===== src/rtl/fetch_if.sv =====
// Purpose : bundles the fetch unit's control, IMEM and F/D pipeline signals.
// Latency : n/a, wiring only.
// Backpressure: n/a; master = fetch unit side, slave = core/IMEM side.
//
// Port summary (master direction):
//   in : STALL, FLUSH, PC_SEL[1:0], JAL_TGT/JALR_TGT/BR_TGT[31:0],
//        IMEM_RDATA[31:0], IMEM_VALID
//   out: IMEM_REQ, IMEM_ADDR[31:0], F_ADDR1/F_ADDR2/F_WADDR[4:0], F_OP[6:0],
//        D_PC/D_PC4/D_INSTR[31:0], D_VALID, FETCH_TIMEOUT, MISALIGN
interface fetch_if;
  logic        STALL;
  logic        FLUSH;
  logic [1:0]  PC_SEL;
  logic [31:0] JAL_TGT;
  logic [31:0] JALR_TGT;
  logic [31:0] BR_TGT;
  logic        IMEM_REQ;
  logic [31:0] IMEM_ADDR;
  logic [31:0] IMEM_RDATA;
  logic        IMEM_VALID;
  logic [4:0]  F_ADDR1;
  logic [4:0]  F_ADDR2;
  logic [4:0]  F_WADDR;
  logic [6:0]  F_OP;
  logic [31:0] D_PC;
  logic [31:0] D_PC4;
  logic [31:0] D_INSTR;
  logic        D_VALID;
  logic        FETCH_TIMEOUT;
  logic        MISALIGN;

  modport master (
    input  STALL, FLUSH, PC_SEL, JAL_TGT, JALR_TGT, BR_TGT,
           IMEM_RDATA, IMEM_VALID,
    output IMEM_REQ, IMEM_ADDR, F_ADDR1, F_ADDR2, F_WADDR, F_OP,
           D_PC, D_PC4, D_INSTR, D_VALID, FETCH_TIMEOUT, MISALIGN
  );

  modport slave (
    output STALL, FLUSH, PC_SEL, JAL_TGT, JALR_TGT, BR_TGT,
           IMEM_RDATA, IMEM_VALID,
    input  IMEM_REQ, IMEM_ADDR, F_ADDR1, F_ADDR2, F_WADDR, F_OP,
           D_PC, D_PC4, D_INSTR, D_VALID, FETCH_TIMEOUT, MISALIGN
  );
endinterface


===== src/rtl/fetch_unit.sv =====
// Purpose : instruction fetch stage -- PC, next-PC select, F/D pipeline register.
// Latency : IMEM_ADDR = PC combinationally; fetched word lands in D one edge later.
// Backpressure: STALL freezes PC/D/state/wait counter; IMEM_VALID=0 holds PC and bubbles D.
//
// Ports: CLK, RST_N (synchronous, active low) plus fetch_if.master bus
//   (redirect controls, IMEM request/response, F-field decode, D register, flags).
// Optional feature: define FETCH_MISALIGN_CHK_EN to force redirect targets to
//   word alignment and raise the sticky MISALIGN flag on misaligned targets.
module fetch_unit #(
  parameter logic [31:0] RESET_VEC  = 32'h0000_0000,
  parameter int          WAIT_LIMIT = 16
) (
  input  logic     CLK,
  input  logic     RST_N,
  fetch_if.master  bus
);

  localparam logic [1:0]  ST_BOOT = 2'd0;
  localparam logic [1:0]  ST_RUN  = 2'd1;
  localparam logic [1:0]  ST_WAIT = 2'd2;

  localparam logic [31:0] NOP_INSTR = 32'h0000_0013;
  localparam int          CNT_W     = $clog2(WAIT_LIMIT + 1);
  localparam logic [CNT_W-1:0] CNT_MAX = CNT_W'(WAIT_LIMIT);

  logic [1:0]       state;
  logic [31:0]      pc;
  logic [31:0]      d_pc;
  logic [31:0]      d_pc4;
  logic [31:0]      d_instr;
  logic             d_valid;
  logic [CNT_W-1:0] wait_cnt;
  logic             timeout_flag;
  logic             misalign_flag;

  logic             redirect;
  logic [31:0]      pc_plus4;
  logic [31:0]      tgt_raw;
  logic [31:0]      pc_tgt;
  logic             tgt_misaligned;
  logic [CNT_W-1:0] wait_cnt_nxt;

  // Natural 32-bit overflow gives the required wrap to zero.
  assign pc_plus4 = pc + 32'd4;
  assign redirect = (bus.PC_SEL != 2'b00);

  always_comb begin
    tgt_raw = bus.JAL_TGT;
    case (bus.PC_SEL)
      2'b01:   tgt_raw = bus.JAL_TGT;
      2'b10:   tgt_raw = bus.JALR_TGT;
      2'b11:   tgt_raw = bus.BR_TGT;
      default: tgt_raw = bus.JAL_TGT;
    endcase
  end

`ifdef FETCH_MISALIGN_CHK_EN
  assign tgt_misaligned = redirect && (tgt_raw[1:0] != 2'b00);
  assign pc_tgt         = {tgt_raw[31:2], 2'b00};
`else
  assign tgt_misaligned = 1'b0;
  assign pc_tgt         = tgt_raw;
`endif

  // Saturating increment; the counter never wraps back below the limit.
  assign wait_cnt_nxt = (wait_cnt == CNT_MAX) ? wait_cnt : wait_cnt + CNT_W'(1);

  always_ff @(posedge CLK) begin
    if (!RST_N) begin
      state         <= ST_BOOT;
      pc            <= RESET_VEC;
      d_pc          <= 32'h0;
      d_pc4         <= 32'h0;
      d_instr       <= NOP_INSTR;
      d_valid       <= 1'b0;
      wait_cnt      <= '0;
      timeout_flag  <= 1'b0;
      misalign_flag <= 1'b0;
    end else if (state == ST_BOOT) begin
      // One idle cycle with no request; PC and D stay at reset values.
      state <= ST_RUN;
    end else if (!bus.STALL) begin
      if (redirect) begin
        // Redirect wins over FLUSH and over a missing IMEM response.
        pc       <= pc_tgt;
        d_instr  <= NOP_INSTR;
        d_valid  <= 1'b0;
        state    <= ST_RUN;
        wait_cnt <= '0;
        if (tgt_misaligned) misalign_flag <= 1'b1;
      end else if (bus.IMEM_VALID) begin
        pc       <= pc_plus4;
        state    <= ST_RUN;
        wait_cnt <= '0;
        if (bus.FLUSH) begin
          d_instr <= NOP_INSTR;
          d_valid <= 1'b0;
        end else begin
          d_instr <= bus.IMEM_RDATA;
          d_pc    <= pc;
          d_pc4   <= pc_plus4;
          d_valid <= 1'b1;
        end
      end else begin
        // No word this cycle (flushed or not): hold PC, bubble D, count.
        d_instr  <= NOP_INSTR;
        d_valid  <= 1'b0;
        state    <= ST_WAIT;
        wait_cnt <= wait_cnt_nxt;
        if (wait_cnt_nxt == CNT_MAX) timeout_flag <= 1'b1;
      end
    end
  end

  assign bus.IMEM_REQ      = (state != ST_BOOT);
  assign bus.IMEM_ADDR     = pc;

  assign bus.F_ADDR1       = bus.IMEM_VALID ? bus.IMEM_RDATA[19:15] : 5'd0;
  assign bus.F_ADDR2       = bus.IMEM_VALID ? bus.IMEM_RDATA[24:20] : 5'd0;
  assign bus.F_WADDR       = bus.IMEM_VALID ? bus.IMEM_RDATA[11:7]  : 5'd0;
  assign bus.F_OP          = bus.IMEM_VALID ? bus.IMEM_RDATA[6:0]   : 7'd0;

  assign bus.D_PC          = d_pc;
  assign bus.D_PC4         = d_pc4;
  assign bus.D_INSTR       = d_instr;
  assign bus.D_VALID       = d_valid;
  assign bus.FETCH_TIMEOUT = timeout_flag;
  assign bus.MISALIGN      = misalign_flag;

endmodule


===== src/flat_wrapper.sv =====
// flat-port wrapper written by rule: the top's interface ports become plain ports
module fetch_unit_flat 
#(
  parameter logic [31:0] RESET_VEC  = 32'h0000_0000,
  parameter int          WAIT_LIMIT = 16
)
  (CLK, RST_N, bus_STALL, bus_FLUSH, bus_PC_SEL, bus_JAL_TGT, bus_JALR_TGT, bus_BR_TGT, bus_IMEM_RDATA, bus_IMEM_VALID, bus_IMEM_REQ, bus_IMEM_ADDR, bus_F_ADDR1, bus_F_ADDR2, bus_F_WADDR, bus_F_OP, bus_D_PC, bus_D_PC4, bus_D_INSTR, bus_D_VALID, bus_FETCH_TIMEOUT, bus_MISALIGN);
  fetch_if bus_i ();
  input  logic CLK;
  input  logic RST_N;
  input wire logic [$bits(bus_i.STALL)-1:0] bus_STALL;
  input wire logic [$bits(bus_i.FLUSH)-1:0] bus_FLUSH;
  input wire logic [$bits(bus_i.PC_SEL)-1:0] bus_PC_SEL;
  input wire logic [$bits(bus_i.JAL_TGT)-1:0] bus_JAL_TGT;
  input wire logic [$bits(bus_i.JALR_TGT)-1:0] bus_JALR_TGT;
  input wire logic [$bits(bus_i.BR_TGT)-1:0] bus_BR_TGT;
  input wire logic [$bits(bus_i.IMEM_RDATA)-1:0] bus_IMEM_RDATA;
  input wire logic [$bits(bus_i.IMEM_VALID)-1:0] bus_IMEM_VALID;
  output wire logic [$bits(bus_i.IMEM_REQ)-1:0] bus_IMEM_REQ;
  output wire logic [$bits(bus_i.IMEM_ADDR)-1:0] bus_IMEM_ADDR;
  output wire logic [$bits(bus_i.F_ADDR1)-1:0] bus_F_ADDR1;
  output wire logic [$bits(bus_i.F_ADDR2)-1:0] bus_F_ADDR2;
  output wire logic [$bits(bus_i.F_WADDR)-1:0] bus_F_WADDR;
  output wire logic [$bits(bus_i.F_OP)-1:0] bus_F_OP;
  output wire logic [$bits(bus_i.D_PC)-1:0] bus_D_PC;
  output wire logic [$bits(bus_i.D_PC4)-1:0] bus_D_PC4;
  output wire logic [$bits(bus_i.D_INSTR)-1:0] bus_D_INSTR;
  output wire logic [$bits(bus_i.D_VALID)-1:0] bus_D_VALID;
  output wire logic [$bits(bus_i.FETCH_TIMEOUT)-1:0] bus_FETCH_TIMEOUT;
  output wire logic [$bits(bus_i.MISALIGN)-1:0] bus_MISALIGN;
  assign bus_i.STALL = bus_STALL;
  assign bus_i.FLUSH = bus_FLUSH;
  assign bus_i.PC_SEL = bus_PC_SEL;
  assign bus_i.JAL_TGT = bus_JAL_TGT;
  assign bus_i.JALR_TGT = bus_JALR_TGT;
  assign bus_i.BR_TGT = bus_BR_TGT;
  assign bus_i.IMEM_RDATA = bus_IMEM_RDATA;
  assign bus_i.IMEM_VALID = bus_IMEM_VALID;
  assign bus_IMEM_REQ = bus_i.IMEM_REQ;
  assign bus_IMEM_ADDR = bus_i.IMEM_ADDR;
  assign bus_F_ADDR1 = bus_i.F_ADDR1;
  assign bus_F_ADDR2 = bus_i.F_ADDR2;
  assign bus_F_WADDR = bus_i.F_WADDR;
  assign bus_F_OP = bus_i.F_OP;
  assign bus_D_PC = bus_i.D_PC;
  assign bus_D_PC4 = bus_i.D_PC4;
  assign bus_D_INSTR = bus_i.D_INSTR;
  assign bus_D_VALID = bus_i.D_VALID;
  assign bus_FETCH_TIMEOUT = bus_i.FETCH_TIMEOUT;
  assign bus_MISALIGN = bus_i.MISALIGN;
  fetch_unit #(.RESET_VEC(RESET_VEC), .WAIT_LIMIT(WAIT_LIMIT)) u_core (.CLK(CLK), .RST_N(RST_N), .bus(bus_i));
endmodule

===== config.mk =====
export PLATFORM = sky130hd
export DESIGN_NAME = fetch_unit_flat
export DESIGN_NICKNAME = d
export VERILOG_FILES = /design/src/rtl/fetch_if.sv /design/src/rtl/fetch_unit.sv /design/src/flat_wrapper.sv
export SDC_FILE = /design/constraint.sdc
export NUM_CORES = 1
export LEC_CHECK = 0
export CORE_UTILIZATION = 44
export DETAILED_ROUTE_END_ITERATION = 8
export PLACE_DENSITY_LB_ADDON = 0.25
export SLEW_MARGIN = 10
export SYNTH_ARGS = -nofsm -noshare
export SYNTH_HDL_FRONTEND = slang
export SYNTH_SLANG_ARGS = --single-unit

===== constraint.sdc =====
create_clock -name CLK -period 2.35 [get_ports CLK]
set_input_delay 0.3525 -clock CLK [delete_from_list [all_inputs] [get_ports CLK]]
set_output_delay 0.3525 -clock CLK [all_outputs]
set_load 0.01 [all_outputs]

---- After elaboration in Yosys (flattened, before gate mapping) ----
Index checks and enable logic that the tools add are counted.
cells by class
  equal/unequal tests ..................... 5
  bitwise gates (word level) .............. 6
  reductions and logical operators ........ 9
  multiplexer cells ....................... 20
  add/subtract/negate cells ............... 2
operators by type and width
  cell                                            count
  two-way mux 32 bit                              5
  case mux 32 bit (2 select lines)                1
  adder 32 x 3 -> 32 bit (second input constant)  1
  two-way mux 5 bit                               6
  == test 5 bit (second input constant)           2
  AND reduction 5 bit                             2
  two-way mux 7 bit                               1
  inverter 1 bit                                  6
  nonzero test 2 bit                              3
  adder 5 x 1 -> 5 bit (second input constant)    1
  two-way mux 1 bit                               5
  == test 2 bit (second input constant)           2
  two-way mux 2 bit                               2
  AND reduction 3 bit                             1
  zero test 2 bit                                 1
  != test 2 x 1 -> 1 bit (second input constant)  1
  AND reduction 2 bit                             1
  OR reduction 2 bit                              1
storage, ports and cells
  bits of input ports ..................... 135
  register bits after elaboration ......... 137
  output and inout port bits .............. 154

---- Logic depth before layout (Yosys ltp) ----
  word-level depth ........................ 4
  gate-level depth with buffers ........... 7
  mapped depth without buffers ............ 6

---- Worst setup path after synthesis ----
No wires, ideal clock.
  path kind ............................... reg2reg
  start ................................... reg u_core.pc[2], in the netlist u_core.bus.IMEM_ADDR[2]
  end ..................................... reg u_core.d_pc4[30], in the netlist u_core.bus.D_PC4[30]
  path buffers ............................ 1
  required time ........................... 2.272 ns
  period minus slack after synthesis ...... 2.058 ns
  stages on the path, launching flop included .. 7
  path slack .............................. 0.292 ns
  data arrival time ....................... 1.980 ns
  cells stage by stage .................... dfxtp_1 > ha_1 > nand4_1 > nor4_1 > clkbuf_1 > a211oi_1 > nor3_1
on the way
  word-level cells in the longest chain between the ends .. 1
RTL lines
  item                      RTL line           text
  start: declaration        fetch_unit.sv:27   logic [31:0] pc;
  start signal: assignment  fetch_unit.sv:85   pc <= pc_tgt;
  start signal: assignment  fetch_unit.sv:92   pc <= pc_plus4;
  adder 32 x 3 -> 32 bit    fetch_unit.sv:44   assign pc_plus4 = pc + 32'd4;
  end signal: assignment    fetch_unit.sv:101  d_pc4 <= pc_plus4;
  end: declaration          fetch_unit.sv:29   logic [31:0] d_pc4;
No other way between the ends.
A chain may end at the register's enable or synchronous reset.

---- Worst setup path after layout ----
  start ................................... in bus_IMEM_VALID
  end ..................................... out bus_F_WADDR[0]
on the way
  word-level cells in the longest chain between the ends .. 1
RTL lines
  item                RTL line            text
  start: declaration  flat_wrapper.sv:18  input wire logic [$bits(bus_i.IMEM_VALID)-1:0] bus_IMEM_VALID;
  two-way mux 5 bit   fetch_unit.sv:120   assign bus.F_WADDR = bus.IMEM_VALID ? bus.IMEM_RDATA[11:7] : 5'd0;
  end: declaration    flat_wrapper.sv:23  output wire logic [$bits(bus_i.F_WADDR)-1:0] bus_F_WADDR;
No other way between the ends.

==> run metrics <==
Slew headroom 0.563; crit share post-route 0.893; post-route cell area 11000 µm²; fin cells 1392; Post-synth EDFFs 0; TritonCTS buffer count 17; Seq cells post-synth 135; sequential share of the synthesized area 0.386; clock-pin slew on the worst setup and hold paths 0.05 ns; Post-Synthesis Cell Area 7000 µm²; Post-synth ARST share 0; largest net degree at the start of global routing 44; Die Ht 128 µm; RSZ-0062 raised after global routing false; clock latency reported for the late side of the worst-skew pair 0.42 ns; status complete, no violations; placed insts 1361; Synth Instances 871; die area 16400 µm²; H-Tree Depth 4; Leak 0.00386 µW; skew final 0.00551 ns; hold crit path type reg2reg; Boundary Pins 289; WP data arrival 1.75 ns; clock buffer depth 2; post-layout net count 1307; CTS Sinks 135; Unique masters post-synth 69; Placement Rows 45; wire per inst 18.8 µm; Die X 128 µm; RR Startpoint u_core.bus.IMEM_ADDR[3]; Vias/cell 5.76; ant diodes 0; drt total wl 26200 µm; CP Capture Point bus_F_WADDR[0]; Detailed Place HPWL 19500 µm; Starting Density 0.455; Setup Viol. Count Final 0; Pwr Total 5800 µW; post-layout util 0.715; CTS tree built; routed via count 8013; DRT Pass-1 Iters 5; Fin Setup TNS 0 ns; worst vdd ir 0.000810 V; share of cells above drive strength 1 0.131; vias in the first global route 7507; Post-route DRC 0; top_reg_cell synth dfxtp_1; Crit Reg-Reg Endpoint u_core.bus.IMEM_ADDR[12]; maximum clock frequency 0.476 GHz; Register-to-Register Path Depth 5; Fillers 1261; P&R area growth vs syn 57.0%; top post-synthesis cells by area dfxtp_1 39%, nand2_1 5.8%, a21oi_1 5.0%; grt total ovfl 0; Slew Limit Fails 0; Fin. Hold Viols 0; commonest non-fill, non-tap cell in the layout clkdlybuf4s50_1; initial antenna violation count 0; YS warnings 0; Period minus WS final 2.10 ns; CTS hold repair buffers 0; PwrDens 528 nW/µm²; most frequent cells in the layout 285 x clkdlybuf4s50_1, 135 x dfxtp_1, 108 x nand2_1; CP required 2.00 ns; Worst Setup End Kind output pin; area leader, netlist dfxtp_1; startpoint types primary input; DR iter-0 viols 779; CP Max Fanout 22; CORE AREA 15400 µm²; max-cap violation count 0; Slew @ Worst Pin 0.647 ns; top cell type's share of synthesized area 0.386; root buf cell clkbuf_16; Mean Syn Cell Area 8.04 µm²; I/O Buffers 287; placer congestion estimate 0.941; flop-to-flop setup slack 0.26 ns; Post-DP Area 10400 µm²; Worst Setup Path Type in2out; CP startpoint bus_IMEM_VALID; syn_nets 1009; GRT Overall Usage 0.319; first-pass GRT wire length 40600 µm; post-route ant nets 0
logic make-up (layout without fill, tap and decap cells):
family / count (synthesis) / in the layout / share of synthesized area
AO/OA/AOI/OAI: 246 / 246 / 0.227
adder cells (fa/ha/maj): 3 / 3 / 0.00536
XOR/XNOR: 14 / 14 / 0.0175
other: 1 / 1 / 0.000536
buffers and inverters: 99 / 409 / 0.0613
flip-flops: 135 / 135 / 0.386
multiplexers: 35 / 35 / 0.0597
AND/OR/NAND/NOR: 338 / 338 / 0.243
routing by layer:
| metal | vias to the layer above | part of all wire | GRT usage |
|---|---|---|---|
| li1 | 3780 | - | - |
| met3 | 83 | 0.089 | 0.0814 |
| met2 | 429 | 0.48 | 0.535 |
| met4 | 0 | 0.038 | 0.135 |
| met1 | 3721 | 0.39 | 0.388 |
| met5 | - | 0 | 0 |
worst min-delay path by stage:
| stage | from | cells after the start | to | slack (ns) |
|---|---|---|---|---|
| after global placement | u_core.bus.D_PC4[3] | 2 | u_core.bus.D_PC4[3] | 0.44 |
| after global routing | u_core.bus.D_PC[11] | 2 | u_core.bus.D_PC[11] | 0.47 |
| final | u_core.bus.D_PC[22] | 2 | u_core.bus.D_PC[22] | 0.45 |
| after floorplan | u_core.bus.IMEM_ADDR[0] | 2 | u_core.bus.D_PC4[0] | 0.44 |
| after CTS | u_core.bus.D_PC[11] | 2 | u_core.bus.D_PC[11] | 0.45 |
| after detailed placement | u_core.bus.D_PC[22] | 2 | u_core.bus.D_PC[22] | 0.45 |
sequential cells by signal, summed over array words and instances (netlist names):
name,flops
u_core.wait_cnt,5
u_core.bus.IMEM_ADDR,32
u_core.bus.D_PC4,32
u_core.bus.D_PC,30
u_core.bus.FETCH_TIMEOUT,1
u_core.bus.D_INSTR,32
u_core.bus.D_VALID,1
u_core.state,2
metrics by stage:
stage / hold WS (ns) / setup WS (ns)
after global routing: 0.468 / 0.103
final: 0.453 / 0.251
after detailed placement: 0.447 / -0.0793
after floorplan: 0.442 / 0.292
after global placement: 0.441 / 0.0768
after CTS: 0.454 / 0.261
synthesized netlist by cell type, drive strengths merged, types with 9 or more instances:
master and number:
clkbuf 56, xnor2 9, a22o 13, a211oi 11
or3 14, dfxtp 135, nor2 66, or4 10
o21ai 46, nand3 31, buf 35, nand4 21
a22oi 44, a21oi 70, nor4 19, and2 26
nand2 110, nor3 17, mux2 24, a31oi 13
cell type report:
cell class	instances	area [µm²]	share of cell area
Multi-Input combinational cell	637	3890	0.354
Clock buffer	23	478	0.0435
Timing Repair Buffer	370	3550	0.323
Sequential cell	135	2700	0.246
Clock inverter	8	73.8	0.00672
Inverter	8	31.3	0.00285
Tap cell	211	264	0.0240
what timing repair did:
| action | in CTS | in global routing |
|---|---|---|
| buffers inserted | 0 | 0 |
| endpoints found under the setup margin | 1 | 0 |
| gates resized for setup | 1 | 0 |
critical path, cell delays in order:
cell and delay, ns:
dlygate4sd2_1 0.40, buf_4 0.28, and2_1 0.16, clkdlybuf4s50_1 0.55
where the power goes:
part           switching, µW  leakage (µW)  internal [µW]
sequential              49.6       0.00109           2330
combinational            417       0.00250            512
clock                    959      0.000269           1530
total                   1430       0.00386           4370
(Power assumes the default switching activity.)
